**config.mk**
```make
export PLATFORM = sky130hd
export DESIGN_NAME = legv8_fetch_stage
export DESIGN_NICKNAME = d
export VERILOG_FILES = /design/src/rtl/legv8_pkg.sv /design/src/rtl/legv8_next_pc.sv /design/src/rtl/legv8_fetch_stage.sv
export SDC_FILE = /design/constraint.sdc
export NUM_CORES = 1
export LEC_CHECK = 0
export ABC_AREA = 1
export CORE_MARGIN = 2
export CORE_UTILIZATION = 49
export CTS_CLUSTER_DIAMETER = 40
export DETAILED_ROUTE_END_ITERATION = 7
export DONT_BUFFER_PORTS = 1
export PLACE_DENSITY = 0.68
export REMOVE_ABC_BUFFERS = 1
export SYNTH_ARGS = -nofsm -noshare
export SYNTH_HDL_FRONTEND = slang
export SYNTH_SLANG_ARGS = --single-unit
```
**constraint.sdc**
```tcl
create_clock -name CLOCK -period 8.2 [get_ports CLOCK]
set_input_delay 1.23 -clock CLOCK [delete_from_list [all_inputs] [get_ports CLOCK]]
set_output_delay 1.23 -clock CLOCK [all_outputs]
set_load 0.02 [all_outputs]
```
**src/rtl/legv8_pkg.sv**
```systemverilog
// legv8_pkg: shared types and constants for the LEGv8 fetch front end.
//   INSTR_W / ADDR_W     : instruction and address widths
//   PC_STEP              : sequential fetch increment
//   DEFAULT_HALT_WORD    : default halt sentinel encoding
//   fetch_state_t        : fetch FSM states
//   pc_sel_t             : next-PC source select
//   ifid_t               : IF/ID pipeline register contents
package legv8_pkg;

    localparam int INSTR_W = 32;
    localparam int ADDR_W  = 64;

    localparam logic [ADDR_W-1:0]  PC_STEP           = 64'd4;
    localparam logic [INSTR_W-1:0] DEFAULT_HALT_WORD = 32'h0000_0000;

    typedef enum logic {
        FETCH = 1'b0,
        HALT  = 1'b1
    } fetch_state_t;

    typedef enum logic [1:0] {
        SEL_RESET  = 2'd0,
        SEL_TARGET = 2'd1,
        SEL_HOLD   = 2'd2,
        SEL_INC    = 2'd3
    } pc_sel_t;

    typedef struct packed {
        logic               valid;
        logic [INSTR_W-1:0] instr;
        logic [ADDR_W-1:0]  pc;
    } ifid_t;

endpackage

```
**src/rtl/legv8_next_pc.sv**
```systemverilog
// legv8_next_pc: combinational next-PC mux.
//   sel           : source select from the fetch priority decode
//   pc            : current registered PC
//   branch_target : redirect address (low two bits dropped here)
//   next_pc       : value the PC register loads on the next edge
module legv8_next_pc
    import legv8_pkg::*;
#(
    parameter logic [ADDR_W-1:0] RESET_PC = 64'h0
) (
    input  pc_sel_t           sel,
    input  logic [ADDR_W-1:0] pc,
    input  logic [ADDR_W-1:0] branch_target,
    output logic [ADDR_W-1:0] next_pc
);

    always_comb begin
        next_pc = pc;
        unique case (sel)
            SEL_RESET:  next_pc = RESET_PC;
            SEL_TARGET: next_pc = {branch_target[ADDR_W-1:2], 2'b00};
            SEL_HOLD:   next_pc = pc;
            SEL_INC:    next_pc = pc + PC_STEP;   // wraps naturally at 2^64
            default:    next_pc = pc;
        endcase
    end

endmodule

```
**src/rtl/legv8_fetch_stage.sv**
```systemverilog
// legv8_fetch_stage: LEGv8 instruction fetch with IF/ID register.
//   CLOCK, RESET            : clock, synchronous active-high reset
//   PC                      : registered fetch address to combinational imem
//   IMEM_INSTRUCTION        : imem data for PC, same cycle
//   STALL                   : hold request from decode/hazard logic
//   BRANCH_TAKEN/TARGET     : redirect + flush request from the core
//   IFID_VALID/INSTRUCTION/PC : IF/ID register outputs
//   HALTED                  : parked on the halt sentinel
//   FETCH_COUNT             : saturating count of delivered instructions
module legv8_fetch_stage
    import legv8_pkg::*;
#(
    parameter logic [ADDR_W-1:0]  RESET_PC  = 64'h0,
    parameter logic [INSTR_W-1:0] HALT_WORD = DEFAULT_HALT_WORD,
    parameter int                 COUNT_W   = 32
) (
    input  logic               CLOCK,
    input  logic               RESET,
    output logic [ADDR_W-1:0]  PC,
    input  logic [INSTR_W-1:0] IMEM_INSTRUCTION,
    input  logic               STALL,
    input  logic               BRANCH_TAKEN,
    input  logic [ADDR_W-1:0]  BRANCH_TARGET,
    output logic               IFID_VALID,
    output logic [INSTR_W-1:0] IFID_INSTRUCTION,
    output logic [ADDR_W-1:0]  IFID_PC,
    output logic               HALTED,
    output logic [COUNT_W-1:0] FETCH_COUNT
);

    fetch_state_t       state, state_nx;
    pc_sel_t            pc_sel;
    logic [ADDR_W-1:0]  pc_q, pc_nx;
    ifid_t              ifid_q;
    logic [COUNT_W-1:0] count_q;
    logic               is_halt_word;
    logic               deliver;

    assign is_halt_word = (IMEM_INSTRUCTION == HALT_WORD);

    // A word is handed to IF/ID only on an unobstructed FETCH cycle that
    // did not read the sentinel.
    assign deliver = !BRANCH_TAKEN && !STALL && (state == FETCH) && !is_halt_word;

    always_comb begin
        pc_sel   = SEL_HOLD;
        state_nx = state;
        if (RESET) begin
            pc_sel   = SEL_RESET;
            state_nx = FETCH;
        end else if (BRANCH_TAKEN) begin
            // Sentinel may have been fetched down a wrong path; leave HALT.
            pc_sel   = SEL_TARGET;
            state_nx = FETCH;
        end else if (STALL) begin
            pc_sel   = SEL_HOLD;
        end else if (state == FETCH) begin
            if (is_halt_word) state_nx = HALT;
            else              pc_sel   = SEL_INC;
        end
    end

    legv8_next_pc #(.RESET_PC(RESET_PC)) u_next_pc (
        .sel           (pc_sel),
        .pc            (pc_q),
        .branch_target (BRANCH_TARGET),
        .next_pc       (pc_nx)
    );

    always_ff @(posedge CLOCK) begin
        pc_q  <= pc_nx;
        state <= state_nx;
        if (RESET) begin
            ifid_q  <= '0;
            count_q <= '0;
        end else if (BRANCH_TAKEN) begin
            ifid_q.valid <= 1'b0;
        end else if (deliver) begin
            ifid_q.valid <= 1'b1;
            ifid_q.instr <= IMEM_INSTRUCTION;
            ifid_q.pc    <= pc_q;
            if (count_q != {COUNT_W{1'b1}}) count_q <= count_q + COUNT_W'(1);
        end else if (!STALL || state == HALT) begin
            // Sentinel hit, or parked: bubble into IF/ID.
            ifid_q.valid <= 1'b0;
        end
    end

    assign PC               = pc_q;
    assign IFID_VALID       = ifid_q.valid;
    assign IFID_INSTRUCTION = ifid_q.instr;
    assign IFID_PC          = ifid_q.pc;
    assign HALTED           = (state == HALT);
    assign FETCH_COUNT      = count_q;

endmodule

```
==> results.md, run 1 <==
* Post-route standard cell area excluding fillers at 10900 sq um
* Final standard cell utilization of the core at 53.5%
* Number of vias after detailed routing at 9505
* Sequential share of the synthesized area at 43.3%
* Top Ports at 294
* Warning count from the yosys run at 0
* Routability congestion estimate from global placement at 0.995
* Relative max-transition margin at 29.2%
* Fraction of registers with async set/reset at 0%
* Final setup TNS at 0 ps
* Fraction of final layout cells sized beyond drive strength 1 at 4.72%
* Max H-tree Level at 4
* Number of nets still failing antenna checks after routing at 0
* Slowest library cell on the worst path: sky130_fd_sc_hd__nor3_4
* Number of buffers on the longest clock path at 2
* Avg Synthesized Cell Area at 6.80 sq um
* Crit share post-route at 36.2%
* Post-synthesis instance total at 1504
* Detailed Route WL at 30700 um
* Clock-pin slew on the worst setup and hold paths at 80 ps
* Power density normalized to cell area at 197 nW/um^2
* Global routing usage summed across all routing layers at 27.5%
* Placed standard-cell area at 10300 sq um
* Number of setup buffers added after CTS at 0
* Category of the worst setup path launch point: input port
* Post-layout nets at 1572
* Kind of cell adding the most delay to the critical path: buffers and inverters
* Hold violation total from the final report at 0
* Endpoint class of the critical path: register
* Worst VDD drop at 0.128 mV
* Clock buffer count from CTS at 17
* FF+latch count, synth at 190
* Outcome: completed
* Total placed cells including tap cells at 1721
* Tightest Pin Transition at 1060 ps
* Post-place setup slack at 4810 ps
* Width of the chip at 148 um
* Half-perimeter wire length of the detailed placement result at 22100 um
* Initial DRT Pass Iterations at 5
* Most common library cell in the layout ignoring fill and taps: sky130_fd_sc_hd__nand2_1
* Global route total overflow at 0
* WS Path Type: input port to register
* Pins Over Slew Limit at 0
* Skew-Pair Late Insertion Delay at 450 ps
* Type of the worst min-delay path: register to register
* Die footprint at 22000 sq um
* Worst-path maximum fanout at 60
* TritonCTS clock tree: done
* Number of antenna repair diodes at 0
* Cell with the most instances on the worst path: sky130_fd_sc_hd__nor2_1
* Gates resized, CTS repair at 0
* Maximum number of pins on one net before global-route repair at 116
* Number of buffers and inverters on the critical path at 3
* Port-buffer cells at 0
* Number of DRC markers after the initial detailed-route iteration at 558
* First-pass GRT wire length at 47700 um
* Number of flops mapped to enable cells by yosys at 62
* Distinct cell type count of the synthesized netlist at 30
* Remaining routing DRC violations at 0
* Slack of the critical path at 5240 ps
* Worst clock skew on the final layout at 15.2 ps
* Cell breakdown of the critical path: nor3_4 > inv_1 > nor2_4 > clkinv_2 > buf_4 > nor2_1 > nor2_1
* Endpoint required time on the critical path at 8540 ps
* Starting density of the core at 50.2%
* Vert. Die Dim at 148 um
* Layout overhead on the synthesized area at 6.65%
* Unrepaired setup endpoints after global routing: false
* Max-capacitance violation count at 0
* Top library cells by usage in the layout, fill and taps aside: 424 x sky130_fd_sc_hd__nand2_1, 380 x sky130_fd_sc_hd__nor2_1, 138 x sky130_fd_sc_hd__o21ai_0
* Cell area after synthesis at 10200 sq um
* Number of buffers added to fix hold violations after cts at 0
* Leakage power of the design at 3.88 nW
* DR vias/cell at 5.42
* Dominant synthesized flop cell: sky130_fd_sc_hd__dfxtp_1
* Core Area at 20400 sq um
* Minimum period implied by the final worst setup slack at 2960 ps
* Max Freq at 337 MHz
* WL per Instance at 17.5 um
* Largest stage delay, worst path at 530 ps
* Final standard cell count with taps included and fillers excluded at 1753
* Number of antenna violations at the first check in global routing at 0
* Clock root buffer master: sky130_fd_sc_hd__clkbuf_16
* CTS sink cnt at 190
* Final setup violation count at 0
* Arrival time of the worst setup path at 3300 ps
* Row cnt at 52
* Via count of the first global-routing pass at 9145
-- cell type report --
| type | instances | area (sq um) |
|---|---|---|
| sequential | 190 | 4420 |
| inverter | 78 | 294 |
| clock inverter | 14 | 144 |
| tap | 270 | 338 |
| clock buffer | 18 | 450 |
| timing repair buffer | 6 | 45.0 |
| fill | 2025 | 9460 |
| multi-input combinational | 1177 | 5210 |
-- Yosys cell counts (18+ instances only) --
cell type	n	area share (%)
sky130_fd_sc_hd__nand3_1	67	3.3
sky130_fd_sc_hd__nand2_1	425	16
sky130_fd_sc_hd__xor2_1	23	2.0
sky130_fd_sc_hd__xnor2_1	18	1.5
sky130_fd_sc_hd__inv_1	74	2.7
sky130_fd_sc_hd__dfxtp_1	128	25
sky130_fd_sc_hd__clkbuf_1	32	1.2
sky130_fd_sc_hd__a21oi_1	34	1.7
sky130_fd_sc_hd__edfxtp_1	62	18
sky130_fd_sc_hd__o21ai_1	24	1.2
sky130_fd_sc_hd__nand4_1	28	1.7
sky130_fd_sc_hd__nor2_1	381	14
sky130_fd_sc_hd__o21ai_0	138	6.8
-- final timing paths --
| check | from | cells past startpoint | endpoint | slack [ps] |
|---|---|---|---|---|
| max reg2reg | HALTED | 7 | IFID_PC[51] | 5530 |
| min | IFID_VALID | 2 | IFID_VALID | 610 |
| max | STALL | 7 | IFID_PC[51] | 5240 |
| min reg2reg | IFID_VALID | 2 | IFID_VALID | 610 |
-- worst register-to-register path: cells and delay by family, from the launching register on --
kind                   cells  cell delay [ps]
and+or+nand+nor            4             1080
buffers and inverters      3             1070
DFF                        1              420
-- power breakdown --
| group | switching (mW) | internal, mW | leakage, nW |
|---|---|---|---|
| logic | 0.0850 | 0.0431 | 1.83 |
| clock network | 0.422 | 0.425 | 0.294 |
| registers | 0.142 | 1.03 | 1.76 |
| total | 0.649 | 1.50 | 3.88 |
-- flip-flops by register name, summed over array words and instances (netlist names) --
register and count:
FETCH_COUNT 32, PC 62, IFID_INSTRUCTION 32, IFID_VALID 1
HALTED 1, IFID_PC 62
-- metrics by stage --
stage | power (mW) | hold slack (ps)
finish | 2.15 | 612
global route | 2.22 | 635
CTS | 2.16 | 618
detailed placement | 1.32 | 609
global placement | 1.32 | 592
floorplan | 1.26 | 557
-- per-layer routing --
layer	GRT usage (%)	routed length, um
met1	33.4	12600
met2	46.6	14400
met3	7.02	2730
met4	11.4	972
met5	0	0
-- logic make-up after synthesis --
kind of cell	share of synthesized area [%]
AOI/OAI and AO/OA	10.0
xor gates and xnor gates	3.51
adders and majority gates	0.245
buffers and inverters	6.00
DFF	43.3
other	0.0367
and+or+nand+nor	36.9
(Power assumes the default switching activity.)
==> inputs of run 2 (changes only) <==
- clock period: 8.2 -> 2.94 ns (I/O delays scaled with it)
==> run 2 against run 1 <==
  * Clock skew barely moved
  * Final cell count rose by 0.68%
  * Sequential power rose to 2.8 times the previous value
  * Clock power increased to 2.8 times the previous value
  * Flip-flop and latch count is the same
  * Non-clock buffer count is 12 higher
  * Routed wire length grew 0.96%
  * Power rose to 2.8 times the previous value
  * Register-to-register slack worse by 4900 ps
  * Combinational power grew to 2.9 times the previous value
  * Final area grew 1.1%
  * Critical path type is now register to register
==> results.md, run 2 (synthesis results as in run 1) <==
* Number of antenna repair diodes at 0 (unchanged)
* Core Area at 20400 sq um (unchanged)
* Clock root buffer master: sky130_fd_sc_hd__clkbuf_16 (unchanged)
* TritonCTS clock tree: done (unchanged)
* First-pass GRT wire length at 48100 um (was 47700 um)
* Number of setup buffers added after CTS at 0 (unchanged)
* Slack of the critical path at 592 ps (was 5240 ps)
* Width of the chip at 148 um (unchanged)
* Endpoint class of the critical path: register (unchanged)
* Pins Over Slew Limit at 0 (unchanged)
* Post-layout nets at 1584 (was 1572)
* Maximum number of pins on one net before global-route repair at 87 (was 116)
* Worst VDD drop at 0.298 mV (was 0.128 mV)
* Top Ports at 294 (unchanged)
* Proportion of power drawn by the clock network at 39.4% (about the same)
* Clock-pin slew on the worst setup and hold paths at 80 ps (about the same)
* Power density normalized to cell area at 546 nW/um^2 (was 197 nW/um^2)
* Worst clock skew on the final layout at 15.0 ps (was 15.2 ps)
* Cells on Worst Hold Path at 1 (was 2)
* Outcome: completed (unchanged)
* Final setup violation count at 0 (unchanged)
* Number of vias after detailed routing at 9568 (was 9505)
* Endpoint required time on the critical path at 3140 ps (was 8540 ps)
* Register area at 4420 sq um (unchanged)
* Part of the total power dissipated in combinational logic at 6.3% (was 6.0%)
* Remaining routing DRC violations at 0 (unchanged)
* Minimum period implied by the final worst setup slack at 2350 ps
* Row cnt at 52 (unchanged)
* Final standard cell utilization of the core at 54.1% (was 53.5%)
* Final setup TNS at 0 ps (unchanged)
* DR vias/cell at 5.42 (about the same)
* Number of antenna violations at the first check in global routing at 0 (unchanged)
* Net Switching at 1.79 mW (was 0.649 mW)
* WS Path Type: register to register (was input port to register)
* Worst setup slack for register-to-register paths at 590 ps (was 5530 ps)
* Number of buffers on the longest clock path at 2 (unchanged)
* Relative max-transition margin at 40.7% (was 29.2%)
* Global route total overflow at 0 (unchanged)
* Most common library cell in the layout ignoring fill and taps: sky130_fd_sc_hd__nand2_1 (unchanged)
* CTS sink cnt at 190 (unchanged)
* Post-route standard cell area excluding fillers at 11000 sq um (was 10900 sq um)
* Proportion of total power due to net switching at 29.7% (was 30.2%)
* Gates resized, CTS repair at 0 (unchanged)
* R2R Path End: PC[34] (was IFID_PC[51])
* Via count of the first global-routing pass at 9021 (was 9145)
* Startpoint of the worst hold path: RESET (was IFID_VALID)
* Tightest Pin Transition at 890 ps (was 1060 ps)
* Fill cell instance count of the final layout at 1991 (was 2025)
* Total placed cells including tap cells at 1733 (was 1721)
* Detailed Route WL at 31000 um (was 30700 um)
* Port-buffer cells at 0 (unchanged)
* Max H-tree Level at 4 (unchanged)
* Routability congestion estimate from global placement at 0.949 (was 0.995)
* Final standard cell count with taps included and fillers excluded at 1765 (was 1753)
* Leakage power of the design at 3.95 nW (was 3.88 nW)
* Worst-path maximum fanout at 7 (was 60)
* Half-perimeter wire length of the detailed placement result at 22800 um (was 22100 um)
* Beginning of the worst register-to-register path: PC[2] (was HALTED)
* Post-route total power at 6.01 mW (was 2.15 mW)
* Unrepaired setup endpoints after global routing: false (unchanged)
* Die footprint at 22000 sq um (unchanged)
* WL per Instance at 17.6 um (was 17.5 um)
* Global routing usage summed across all routing layers at 28.0% (was 27.5%)
* Type of the worst min-delay path: input port to register (was register to register)
* Skew-Pair Late Insertion Delay at 450 ps (about the same)
* Max-capacitance violation count at 0 (unchanged)
* Layout overhead on the synthesized area at 7.83% (was 6.65%)
* Hold WS at 58.0 ps (was 612 ps)
* Internal cell power at 4.23 mW (was 1.50 mW)
* Max Freq at 426 MHz
* Hold violation total from the final report at 0 (unchanged)
* Vert. Die Dim at 148 um (unchanged)
* Area of combinational cells with multiple inputs at 5210 sq um (unchanged)
* Clock buffer count from CTS at 17 (unchanged)
* Category of the worst setup path launch point: register (was input port)
* Number of buffers added to fix hold violations after cts at 0 (unchanged)
* Fraction of final layout cells sized beyond drive strength 1 at 5.42% (was 4.72%)
* Worst R2R Path Depth at 8 (was 7)
* Initial DRT Pass Iterations at 5 (unchanged)
* Crit share post-route at 79.9%
* Post-place setup slack at 585 ps (was 4810 ps)
* Top library cells by usage in the layout, fill and taps aside: 424 x sky130_fd_sc_hd__nand2_1, 380 x sky130_fd_sc_hd__nor2_1, 138 x sky130_fd_sc_hd__o21ai_0 (unchanged)
* Number of DRC markers after the initial detailed-route iteration at 618 (was 558)
* Share of power burned in registers at 54.3% (was 54.6%)
* Starting density of the core at 50.2% (unchanged)
* Placed standard-cell area at 10400 sq um (was 10300 sq um)
* Number of nets still failing antenna checks after routing at 0 (unchanged)
* Arrival time of the worst setup path at 2550 ps (was 3300 ps)
* Hold Path Sink: FETCH_COUNT[20] (was IFID_VALID)
run 2: layout make-up:
cell class / count / area share (%)
Inverter: 78 / 2.67
Sequential cell: 190 / 40.1
Tap cell: 270 / 3.06
Multi-Input combinational cell: 1177 / 47.2
Clock buffer: 20 / 4.35
Clock inverter: 12 / 1.10
Timing Repair Buffer: 18 / 1.45
run 2: how the worst max path moves through the flow:
stage,startpoint,to,slack (ps),cells after the start
6_report,PC[2],PC[34],590,8
5_1_grt,PC[2],PC[32],440,8
4_1_cts,PC[2],PC[34],610,8
3_5_place_dp,IMEM_INSTRUCTION[19],PC[26],590,9
3_3_place_gp,IMEM_INSTRUCTION[15],PC[54],620,9
2_1_floorplan,HALTED,IFID_INSTRUCTION[0],-260,6
run 2: layer usage:
layer  global-route usage [%]  routed length [um]  share of wire [%]  vias to the layer above
met5                        0                   0                  0                        -
met4                     10.6                 935                3.0                        0
met3                     7.79                2600                8.4                       53
met2                     47.3               14700                 47                      377
met1                     34.0               12800                 41                     4359
li1                         -                   -                  -                     4779
run 2: critical path, cell delays in order, from the launching register on:
cell and delay (ps):
sky130_fd_sc_hd__edfxtp_1 610, sky130_fd_sc_hd__ha_1 370, sky130_fd_sc_hd__nand3_2 220, sky130_fd_sc_hd__inv_2 140
sky130_fd_sc_hd__nand2_1 180, sky130_fd_sc_hd__nor2_2 270, sky130_fd_sc_hd__nand2_1 100, sky130_fd_sc_hd__xor2_1 130
sky130_fd_sc_hd__o21ai_1 80
run 2: power groups by stage:
stage / Combinational, mW / Clock (mW) / Sequential [mW]
finish: 0.377 / 2.37 / 3.27
global placement: 0.365 / 0 / 3.32
CTS: 0.377 / 2.40 / 3.27
detailed placement: 0.375 / 0 / 3.33
global route: 0.437 / 2.49 / 3.29
floorplan: 0.279 / 0 / 3.24
==> inputs of run 3 (changes only) <==
- PLACE_DENSITY: 0.68 -> 0.7
- clock period: 2.94 -> 1.9 ns (I/O delays scaled with it)
==> run 3 against run 2 <==
  * Power rose by 58%
  * Non-clock buffer count rose by 174
  * First-iteration DRC count rose by 47%
  * Clock power rose by 51%
  * Register-to-register slack got worse by 530 ps
  * Clock skew fell by 2.0 ps
  * Worst hold slack got worse by 26 ps
  * Sequential power rose by 47%
  * Critical path type unchanged
  * Largest cell class unchanged
==> results.md, run 3 (synthesis results as in run 1) <==
* Final standard cell count with taps included and fillers excluded at 1940 (was 1765)
* First-pass GRT wire length at 52900 um (was 48100 um)
* Worst setup slack for register-to-register paths at 70 ps (was 590 ps)
* Register area at 4420 sq um (unchanged)
* Half-perimeter wire length of the detailed placement result at 24700 um (was 22800 um)
* DR vias/cell at 5.38 (was 5.42)
* Arrival time of the worst setup path at 2020 ps (was 2550 ps)
* Startpoint of the worst hold path: BRANCH_TARGET[3] (was RESET)
* Skew-Pair Late Insertion Delay at 440 ps (was 450 ps)
* Endpoint required time on the critical path at 2090 ps (was 3140 ps)
* Cell breakdown of the critical path: ha_1 > nand3_2 > inv_2 > nand2_1 > nor2_4 > nand2_1 > xor2_1 > o21ai_1 (was ha_1 > nand3_2 > inv_2 > nand2_1 > nor2_2 > nand2_1 > xor2_1 > o21ai_1)
* Width of the chip at 148 um (unchanged)
* Top Ports at 294 (unchanged)
* Post-route total power at 9.50 mW (was 6.01 mW)
* Via count of the first global-routing pass at 10200 (was 9021)
* Post-layout nets at 1759 (was 1584)
* Placed standard-cell area at 11500 sq um (was 10400 sq um)
* Core Area at 20400 sq um (unchanged)
* Final standard cell utilization of the core at 61.5% (was 54.1%)
* WS Path Type: register to register (unchanged)
* Fill cell instance count of the final layout at 1825 (was 1991)
* Cell with the most instances on the worst path: sky130_fd_sc_hd__nand2_1 (unchanged)
* Number of vias after detailed routing at 10400 (was 9568)
* Launch point of the critical path: PC[2] (unchanged)
* CTS sink cnt at 190 (unchanged)
* Max H-tree Level at 4 (unchanged)
* Minimum period implied by the final worst setup slack at 1830 ps (was 2350 ps)
* Worst VDD drop at 0.520 mV (was 0.298 mV)
* Top library cells by usage in the layout, fill and taps aside: 421 x sky130_fd_sc_hd__nand2_1, 360 x sky130_fd_sc_hd__nor2_1, 153 x sky130_fd_sc_hd__buf_4 (was 424 x sky130_fd_sc_hd__nand2_1, 380 x sky130_fd_sc_hd__nor2_1, 138 x sky130_fd_sc_hd__o21ai_0)
* Crit share post-route at 96.5% (was 79.9%)
* Category of the worst setup path launch point: register (unchanged)
* Beginning of the worst register-to-register path: PC[2] (unchanged)
* Area of combinational cells with multiple inputs at 5290 sq um (was 5210 sq um)
* TritonCTS clock tree: done (unchanged)
* Routability congestion estimate from global placement at 0.987 (was 0.949)
* Max Freq at 545 MHz (was 426 MHz)
* Global route total overflow at 0 (unchanged)
* Starting density of the core at 50.2% (unchanged)
* Number of antenna repair diodes at 0 (unchanged)
* Fraction of final layout cells sized beyond drive strength 1 at 14.8% (was 5.42%)
* Die footprint at 22000 sq um (unchanged)
* WL per Instance at 17.4 um (was 17.6 um)
* Worst-path maximum fanout at 4 (was 7)
* Outcome: completed (unchanged)
* Type of the worst min-delay path: input port to register (unchanged)
* Number of buffers on the longest clock path at 2 (unchanged)
* Row cnt at 52 (unchanged)
* Worst clock skew on the final layout at 13.0 ps (was 15.0 ps)
* Slowest library cell on the worst path: sky130_fd_sc_hd__edfxtp_1 (unchanged)
* Post-route standard cell area excluding fillers at 12500 sq um (was 11000 sq um)
* Max-capacitance violation count at 0 (unchanged)
* Clock-pin slew on the worst setup and hold paths at 80 ps (about the same)
* Clock root buffer master: sky130_fd_sc_hd__clkbuf_16 (unchanged)
* Layout overhead on the synthesized area at 22.6% (was 7.83%)
* Pins Over Slew Limit at 0 (unchanged)
* Remaining routing DRC violations at 0 (unchanged)
* Power density normalized to cell area at 758 nW/um^2 (was 546 nW/um^2)
* Total placed cells including tap cells at 1867 (was 1733)
* Endpoint class of the critical path: register (unchanged)
* Kind of cell adding the most delay to the critical path: simple AND/OR/NAND/NOR gates (unchanged)
* Clock buffer count from CTS at 17 (unchanged)
* Hold violation total from the final report at 0 (unchanged)
* Global routing usage summed across all routing layers at 30.3% (was 28.0%)
* Number of nets still failing antenna checks after routing at 0 (unchanged)
* Port-buffer cells at 0 (unchanged)
* Largest stage delay, worst path at 390 ps (was 610 ps)
* Final setup violation count at 0 (unchanged)
* Vert. Die Dim at 148 um (unchanged)
* Number of DRC markers after the initial detailed-route iteration at 911 (was 618)
* Number of buffers and inverters on the critical path at 1 (unchanged)
* Most common library cell in the layout ignoring fill and taps: sky130_fd_sc_hd__nand2_1 (unchanged)
* Detailed Route WL at 33800 um (was 31000 um)
* Maximum number of pins on one net before global-route repair at 72 (was 87)
* Number of antenna violations at the first check in global routing at 0 (unchanged)
* Leakage power of the design at 4.85 nW (was 3.95 nW)
* Initial DRT Pass Iterations at 6 (was 5)
-- run 3: changes by cell type in the layout (fill, tap and decap cells not counted), moves of 5 or more --
cell / previous run / this run
sky130_fd_sc_hd__nor2_2: 10 / 29
sky130_fd_sc_hd__dlygate4sd3_1: 0 / 32
sky130_fd_sc_hd__buf_12: 2 / 7
sky130_fd_sc_hd__nor2_1: 380 / 360
sky130_fd_sc_hd__buf_4: 16 / 153
-- run 3: final timing paths --
check | end | depth (start not counted)
worst max register to register | PC[34] | 8
worst min register to register | FETCH_COUNT[7] | 2
worst min-delay path | PC[3] | 2
worst max-delay path | PC[34] | 8
-- run 3: cell type report --
type | count | area share [%]
tap | 270 | 2.70
timing repair buffer | 192 | 12.8
sequential | 190 | 35.3
clock inverter | 14 | 1.21
clock buffer | 18 | 3.42
multi-input combinational | 1178 | 42.2
inverter | 78 | 2.35
-- run 3: per-layer routing --
layer | part of all wire (%) | vias up | GRT usage, %
met4 | 3.0 | 0 | 10.1
met5 | 0 | - | 0
met1 | 40 | 4754 | 38.2
li1 | - | 5132 | -
met2 | 48 | 500 | 51.7
met3 | 8.7 | 60 | 6.84
-- run 3: stage by stage --
| stage | setup slack (ps) | setup TNS [ps] | hold slack (ps) |
|---|---|---|---|
| global placement | 86.6 | 0 | 358 |
| global route | -13.1 | -15.4 | 23.8 |
| CTS | 38.7 | 0 | 11.9 |
| detailed placement | 69.7 | 0 | 360 |
| finish | 66.3 | 0 | 31.6 |
| floorplan | -1300 | -212680 | 354 |
-- run 3: where the power goes --
group / leakage (nW) / internal (mW) / switching (mW)
clock: 0.280 / 1.76 / 1.81
sequential: 1.76 / 4.44 / 0.370
combinational: 2.81 / 0.416 / 0.701
total: 4.85 / 6.62 / 2.88
-- run 3: worst register-to-register path: cells and delay by family, from the launching register on --
kind | cells | cell delay [ps]
AOI/OAI and AO/OA | 1 | 90
xor gates and xnor gates | 1 | 180
DFF | 1 | 390
and+or+nand+nor | 4 | 640
adders and majority gates | 1 | 200
buffers and inverters | 1 | 100
-- run 3: timing repair --
| item | CTS | global route |
|---|---|---|
| hold endpoints to repair | 64 | 0 |
| resized for setup | 0 | 25 |
| setup buffers | 0 | 7 |
| setup endpoints to repair | 0 | 48 |
| hold buffers | 33 | 0 |
